<file path="src/rtl/sprite_regs_pkg.sv">
// Shared definitions for the sprite register bank and the sprite renderer:
// the bus address map, the register count and the power-on sprite layout.
package sprite_regs_pkg;

    localparam int NUM_REGS  = 15;
    localparam int SCORE_IDX = 10;

    typedef enum logic [8:0] {
        ADDR_DINO_X     = 9'd0,
        ADDR_DINO_Y     = 9'd1,
        ADDR_JUMP_X     = 9'd2,
        ADDR_JUMP_Y     = 9'd3,
        ADDR_DUCK_X     = 9'd4,
        ADDR_DUCK_Y     = 9'd5,
        ADDR_S_CAC_X    = 9'd6,
        ADDR_S_CAC_Y    = 9'd7,
        ADDR_GODZILLA_X = 9'd8,
        ADDR_GODZILLA_Y = 9'd9,
        ADDR_SCORE      = 9'd10,
        ADDR_SCORE_X    = 9'd11,
        ADDR_SCORE_Y    = 9'd12,
        ADDR_POWERUP_X  = 9'd13,
        ADDR_POWERUP_Y  = 9'd14,
        ADDR_CTRL       = 9'd16,
        ADDR_STATUS     = 9'd17,
        ADDR_IRQ_ACK    = 9'd18,
        ADDR_FRAME      = 9'd19
    } reg_addr_e;

    // Initial sprite positions shown before software writes anything
    localparam logic [NUM_REGS-1:0][7:0] RESET_VALS = '{
        0: 8'd100,  1: 8'd100,  2: 8'd200,  3: 8'd150,  4: 8'd250,
        5: 8'd200,  6: 8'd180,  7: 8'd100,  8: 8'd100,  9: 8'd230,
        10: 8'd0,   11: 8'd225, 12: 8'd240, 13: 8'd130, 14: 8'd210
    };

    // Default for register idx; registers beyond the known layout start at 0
    function automatic logic [7:0] reset_value(input int idx);
        if (idx >= 0 && idx < NUM_REGS) begin
            return RESET_VALS[idx];
        end
        return 8'd0;
    endfunction

endpackage

</file>
<file path="src/rtl/sprite_reg_bank.sv">
// Double-buffered sprite register bank. Software writes shadow registers at
// any time; the whole set is copied to the renderer-facing active registers
// in one edge at the start of vertical blanking, so a frame never shows a
// half-updated scene.
module sprite_reg_bank #(
    parameter int NUM_REGS = sprite_regs_pkg::NUM_REGS,
    parameter int FRAME_W  = 16,
    parameter int VACTIVE  = 480
) (
    input  logic                  clk,
    input  logic                  reset_n,
    input  logic                  chipselect,
    input  logic                  write,
    input  logic                  read,
    input  logic [8:0]            address,
    input  logic [31:0]           writedata,
    output logic [31:0]           readdata,
    input  logic [10:0]           hcount,
    input  logic [9:0]            vcount,
    output logic [NUM_REGS*8-1:0] active_regs,
    output logic                  irq
);
    import sprite_regs_pkg::*;

    logic [7:0]         shadow [NUM_REGS];
    logic [7:0]         active [NUM_REGS];
    logic               pending;
    logic               auto_commit;
    logic [FRAME_W-1:0] frame_cnt;
    logic [31:0]        rd_value;

    logic bus_wr;
    logic bus_rd;
    logic commit_pt;
    logic commit_fire;

    assign bus_wr      = chipselect && write;
    assign bus_rd      = chipselect && read;
    assign commit_pt   = (hcount == 11'd0) && (vcount == VACTIVE[9:0]);
    assign commit_fire = commit_pt && (pending || auto_commit);

    // Shadow registers take bus writes; score keeps only its low nibble
    always_ff @(posedge clk or negedge reset_n) begin
        if (!reset_n) begin
            for (int i = 0; i < NUM_REGS; i++) begin
                shadow[i] <= reset_value(i);
            end
        end else if (bus_wr) begin
            for (int i = 0; i < NUM_REGS; i++) begin
                if (address == 9'(i)) begin
                    if (i == SCORE_IDX) begin
                        shadow[i] <= {4'b0000, writedata[3:0]};
                    end else begin
                        shadow[i] <= writedata[7:0];
                    end
                end
            end
        end
    end

    // Active registers copy the pre-edge shadow set only when a commit fires
    always_ff @(posedge clk or negedge reset_n) begin
        if (!reset_n) begin
            for (int i = 0; i < NUM_REGS; i++) begin
                active[i] <= reset_value(i);
            end
        end else if (commit_fire) begin
            active <= shadow;
        end
    end

    for (genvar g = 0; g < NUM_REGS; g++) begin : g_active_out
        assign active_regs[g*8 +: 8] = active[g];
    end

    // Control state: a request written during a commit survives for the next
    // frame, and a commit's irq set beats a same-cycle acknowledge
    always_ff @(posedge clk or negedge reset_n) begin
        if (!reset_n) begin
            pending     <= 1'b0;
            auto_commit <= 1'b0;
            irq         <= 1'b0;
            frame_cnt   <= '0;
        end else begin
            if (commit_pt) begin
                frame_cnt <= frame_cnt + 1'b1;
            end
            if (commit_fire) begin
                pending <= 1'b0;
            end
            if (bus_wr && address == ADDR_CTRL) begin
                auto_commit <= writedata[1];
                if (writedata[0]) begin
                    pending <= 1'b1;
                end
            end
            if (bus_wr && address == ADDR_IRQ_ACK && writedata[0]) begin
                irq <= 1'b0;
            end
            if (commit_fire) begin
                irq <= 1'b1;
            end
        end
    end

    // Read mux; anything not decoded reads as zero
    always_comb begin
        rd_value = 32'd0;
        for (int i = 0; i < NUM_REGS; i++) begin
            if (address == 9'(i)) begin
                rd_value = {24'd0, shadow[i]};
            end
        end
        if (address == ADDR_CTRL) begin
            rd_value = {30'd0, auto_commit, pending};
        end else if (address == ADDR_STATUS) begin
            rd_value = {30'd0, irq, pending};
        end else if (address == ADDR_FRAME) begin
            rd_value = 32'(frame_cnt);
        end
    end

    // Registered read data, held between reads
    always_ff @(posedge clk or negedge reset_n) begin
        if (!reset_n) begin
            readdata <= 32'd0;
        end else if (bus_rd) begin
            readdata <= rd_value;
        end
    end

endmodule

</file>
<file path="config.mk">
export PLATFORM = sky130hd
export DESIGN_NAME = sprite_reg_bank
export DESIGN_NICKNAME = d
export VERILOG_FILES = /design/src/rtl/sprite_regs_pkg.sv /design/src/rtl/sprite_reg_bank.sv
export SDC_FILE = /design/constraint.sdc
export NUM_CORES = 1
export LEC_CHECK = 0
export CELL_PAD_IN_SITES_DETAIL_PLACEMENT = 1
export CELL_PAD_IN_SITES_GLOBAL_PLACEMENT = 1
export CORE_UTILIZATION = 43
export CTS_CLUSTER_SIZE = 20
export DETAILED_ROUTE_END_ITERATION = 16
export PLACE_DENSITY = 0.78
export SLEW_MARGIN = 20
export SYNTH_ARGS = -nofsm -noshare
export SYNTH_HDL_FRONTEND = slang
export SYNTH_SLANG_ARGS = --single-unit
</file>
<file path="constraint.sdc">
create_clock -name clk -period 1.9 [get_ports clk]
set_clock_uncertainty 0.1 [all_clocks]
set_input_delay 0.285 -clock clk [delete_from_list [all_inputs] [get_ports clk]]
set_output_delay 0.285 -clock clk [all_outputs]
set_load 0.02 [all_outputs]
</file>
======== After elaboration in Yosys (flattened, before gate mapping) ========
Cells that the tools add are included.
word-level totals
  flip-flop bits (word level) ............. 291
  input bits .............................. 67
  output and inout port bits .............. 153
  word-level logic and storage cells ...... 104
cells by class
  add/subtract/negate cells ............... 1
  equal/unequal tests ..................... 19
  mux-type cells .......................... 23
  reduce and logical (&&, ||, !) cells .... 26
operators with widths
  cell                                                                    number
  32-bit 2-to-1 mux                                                       17
  9-bit by 4-bit equality test with 1-bit output, second input constant   7
  9-bit by 3-bit equality test with 1-bit output, second input constant   4
  9-bit by 5-bit equality test with 1-bit output, second input constant   4
  2-bit AND reduction                                                     15
  9-bit by 2-bit equality test with 1-bit output, second input constant   2
  16-bit by 1-bit adder with 16-bit output, second input constant         1
  11-bit zero test                                                        1
  10-bit by 9-bit equality test with 1-bit output, second input constant  1
  9-bit by 1-bit equality test with 1-bit output, second input constant   1
  9-bit zero test                                                         1
  8-bit 2-to-1 mux                                                        1
  1-bit logical AND                                                       7
  1-bit 2-to-1 mux                                                        5
  2-bit nonzero test                                                      1
  1-bit logical OR                                                        1

======== Longest topological paths before layout ========
  depth in word-level cells ............... 19
  mapped depth ............................ 9
  depth with buffers taken out ............ 6

======== Least setup slack after synthesis ========
OpenSTA, ideal clock, no wires.
  kind .................................... input to register
  start ................................... input vcount[3]
  end ..................................... register active, in the netlist active_regs[10]
  setup time .............................. 0.125 ns
  arrival time ............................ 2.048 ns
  required time ........................... 1.675 ns
  setup slack ............................. -0.373 ns
  stages on the path ...................... 8
  path through ............................ nor4b_1 -> nand4b_1 -> nor3_1 -> o21a_1 -> buf_2 -> buf_2 -> buf_2 -> mux2_2
on the way
  word-level cells in the longest chain between the ends .. 3
ends and longest elaborated chain
  what                                             line                   RTL
  start: declaration                               sprite_reg_bank.sv:19  input logic [9:0] vcount,
  10-bit by 9-bit equality test with 1-bit output  sprite_reg_bank.sv:39  assign commit_pt = (hcount == 11'd0) && (vcount == VACTIVE[9:0]);
  1-bit logical AND                                sprite_reg_bank.sv:39
  1-bit logical AND                                sprite_reg_bank.sv:40  assign commit_fire = commit_pt && (pending || auto_commit);
  end signal: indexed assignment                   sprite_reg_bank.sv:65  active[i] <= reset_value(i);
  end signal: assignment                           sprite_reg_bank.sv:68  active <= shadow;
  end: declaration                                 sprite_reg_bank.sv:26  logic [7:0] active [NUM_REGS];
Every way passes these cells.
A chain may end at the register's enable or synchronous reset.

======== Worst setup path in the final report ========
  start ................................... register shadow[92] (netlist bit)
  end ..................................... register readdata[4]
on the way
  word-level cells in the longest chain between the ends .. 15
ends and longest elaborated chain
  what                              line                    RTL
  start: declaration                sprite_reg_bank.sv:25   logic [7:0] shadow [NUM_REGS];
  start signal: indexed assignment  sprite_reg_bank.sv:46   shadow[i] <= reset_value(i);
  start signal: indexed assignment  sprite_reg_bank.sv:52   shadow[i] <= {4'b0000, writedata[3:0]};
  start signal: indexed assignment  sprite_reg_bank.sv:54   shadow[i] <= writedata[7:0];
  32-bit 2-to-1 mux (12 in a row)   sprite_reg_bank.sv:110  if (address == 9'(i)) begin
  32-bit 2-to-1 mux                 sprite_reg_bank.sv:118  end else if (address == ADDR_FRAME) begin
  32-bit 2-to-1 mux                 sprite_reg_bank.sv:116  end else if (address == ADDR_STATUS) begin
  32-bit 2-to-1 mux                 sprite_reg_bank.sv:114  if (address == ADDR_CTRL) begin
  end signal: assignment            sprite_reg_bank.sv:128  readdata <= rd_value;
  end: declaration                  sprite_reg_bank.sv:17   output logic [31:0] readdata,
Every way passes these cells.

==> run metrics <==
CORE AREA ~28000 um2; Max Clk Rate 529.6 MHz; pre-CTS WS -1116 ps; adder-cell share of the synthesized area 0.1033%; Pre-Repair DR Iteration Count 5; std cell rows 61; DP Cell Count approximately 1600; crit path buf inv count 1; initial antenna violation count 0; Reg2Reg Depth 6; height of the die 169.9 um; IO buf count between 150 and 200; vias per cell 5.611; Synth Cell Area 12120 um2; Crit-path slowest cell mux4_2; Worst setup SP type flip-flop; drc violations 0; largest net degree at the start of global routing 97; endpoint type of the worst setup path flip-flop; clock root buffer clkbuf_16; commonest non-fill, non-tap cell in the layout mux2_2; dpl hpwl ~30000 um; Core Util, Final between 60 and 70%; # IOs 220; Avg Inst Size Synth 13.17 um2; gpl congestion 0.9329; Finish-stage setup viols 0; Final Max Tran Viols 0; CP peak stage delay 520 ps; register area share after synthesis 56.55%; commonest non-fill, non-tap cells in the layout mux2_2 (190), dfrtp_1 (173), buf_4 (165); HP Class in -> async; async set-reset flop share out of synthesis between 90% and 100%; Max-slew headroom 65.24%; slack of the worst reg-to-reg path 10 ps; vias in the first global route 10350; Post-synth EDFFs 0; cell depth of the worst setup path 6; CTS max path bufs 3; outcome complete, no violations; Crit Reg-Reg Endpoint readdata[4]$_DFFE_PN0P_; min Tclk post-route between 1500 and 2000 ps; Synth Area in XOR/XNOR 1.084%; initial core utilization 43.61%; Worst setup startpoint shadow[92]$_DFFE_PN0P_; worst-path cell chain mux4_2 > a21oi_2 > o32ai_2 > buf_4 > a31oi_2 > o21ai_1; Initial DRC Count 664; fin crit share 99.38%; htree depth 1; # diodes 0; Routed Antenna Nets 0; Top FF cell, synth dfrtp_1; cell family with most CP delay compound AO/OA/AOI/OAI gates; Leak Pwr 8.674 nW; main combinational cell family by area after synthesis multiplexers; worst slew pin tran 521.4 ps; total die area 28850 um2; Synth cell types 66; Die Wd 169.9 um; synthesized instance count 920; Synth Area in Compound Gates 7.414%; PD cells 727.7 nW/um2; worst r2r src shadow[92]$_DFFE_PN0P_; Crit path arrival time 2230 ps; non-filler cells, final 1687; Worst-path clk slew 60 ps; TritonCTS clock tree done; layout net count 1354; drt wl/cell 25.69 um; P&R area growth vs syn 44.82%; first-pass GRT wire length 63920 um; Simple-Gate Fraction of Synth Area 8.499%; #FFs+latches synth around 270; critical path fanouts, max 2; grt ovf 0; MaxCap Viol Count 0; CP Capture Point readdata[4]$_DFFE_PN0P_; mux cell area share after synthesis 23.16%; CP Class reg -> reg; Worst-Skew Late Latency 560 ps; GRT Util Overall 29.76%; Required @ worst endpoint 2240 ps; Final Hold Vio Count 0; via count 9466; yosys warns 0; final WL 43340 um; Max IR drop VDD 0.0007964 V; TritonCTS Buffers 29; share of cells above drive strength 1 51.72%; CTS Sinks between 200 and 300; Final WS setup 11.69 ps
where the power goes:
group          internal, W  switching, W
sequential         0.00579     0.0000506
combinational     0.000344      0.000532
clock              0.00367       0.00239
area by class of cell:
| class | count | area [um2] |
|---|---|---|
| Inverter | 7 | 26.28 |
| Clock inverter | 13 | 182.7 |
| Tap cell | 378 | 473.0 |
| Sequential cell | 269 | 6852 |
| Clock buffer | 41 | 850.8 |
| Fill cell | 2750 | 10230 |
| Timing Repair Buffer | 388 | 3627 |
| Multi-Input combinational cell | 591 | 5535 |
logic make-up (layout without fill, tap and decap cells):
group | Yosys count | in the layout
other | 1 | 16
xor gates and xnor gates | 15 | 15
AOI/OAI and AO/OA | 131 | 131
and+or+nand+nor | 180 | 181
muxes | 247 | 247
adders and majority gates | 1 | 1
buffers and inverters | 76 | 449
DFF | 269 | 269
timing repair:
item | 4_1_cts | 5_1_grt
gates resized for setup | 210 | 63
hold endpoints to repair | 175 | 0
hold buffers | 1 | 0
gates cloned | 3 | 4
endpoints found under the setup margin | 379 | 204
setup buffers | 9 | 2
pin swaps | 20 | 16
layer usage:
metal | up-vias | part of all wire [%] | track usage [%] | routed length, um
met5 | - | 0 | 0 | 0
met4 | 0 | 3.2 | 10.42 | 1393
met3 | 93 | 5.6 | 5.256 | 2427
met2 | 356 | 50 | 50.87 | 21650
met1 | 4929 | 41 | 37.96 | 17870
li1 | 4088 | - | - | -
cells in the mapped netlist (all sizes together), types with 11 or more instances:
cell type / number / area share, %
nor2: 30 / 0.97
o21ai: 29 / 1.2
nand3: 21 / 0.95
mux2: 237 / 22
a21oi: 22 / 0.91
nor3: 19 / 1.0
dfstp: 96 / 21
o22ai: 12 / 0.62
xnor2: 13 / 0.94
nand2: 37 / 1.1
nor2b: 15 / 0.77
buf: 39 / 2.0
a22oi: 11 / 0.68
clkbuf: 30 / 0.93
dfrtp: 173 / 36
flip-flops by register name, summed over array words and instances (netlist names):
register     count
readdata        16
active_regs    117
pending          1
frame_cnt       16
auto_commit      1
shadow         117
irq              1
metrics by stage:
step           hold slack (ps)  setup TNS, ps  instance area, um2  power [W]
2_1_floorplan           -110.6          -4593               12530   0.006220
3_3_place_gp             6.029        -161510               16060   0.006737
3_5_place_dp             6.500        -169170               16060   0.006760
4_1_cts                  31.68         -6.607               17280    0.01281
5_1_grt                  43.67         -109.5               17550    0.01313
6_report                 48.50              0               17550    0.01277
worst min path at each step:
stage / endpoint / slack, ps / depth (start not counted)
floorplan: active_regs[0]$_DFFE_PN0P_ / -110 / 0
global placement: readdata[10]$_DFFE_PN0P_ / 6 / 1
detailed placement: readdata[11]$_DFFE_PN0P_ / 7 / 1
CTS: readdata[14]$_DFFE_PN0P_ / 30 / 2
global route: readdata[11]$_DFFE_PN0P_ / 40 / 2
finish: readdata[14]$_DFFE_PN0P_ / 50 / 2
(Power assumes the default switching activity.)
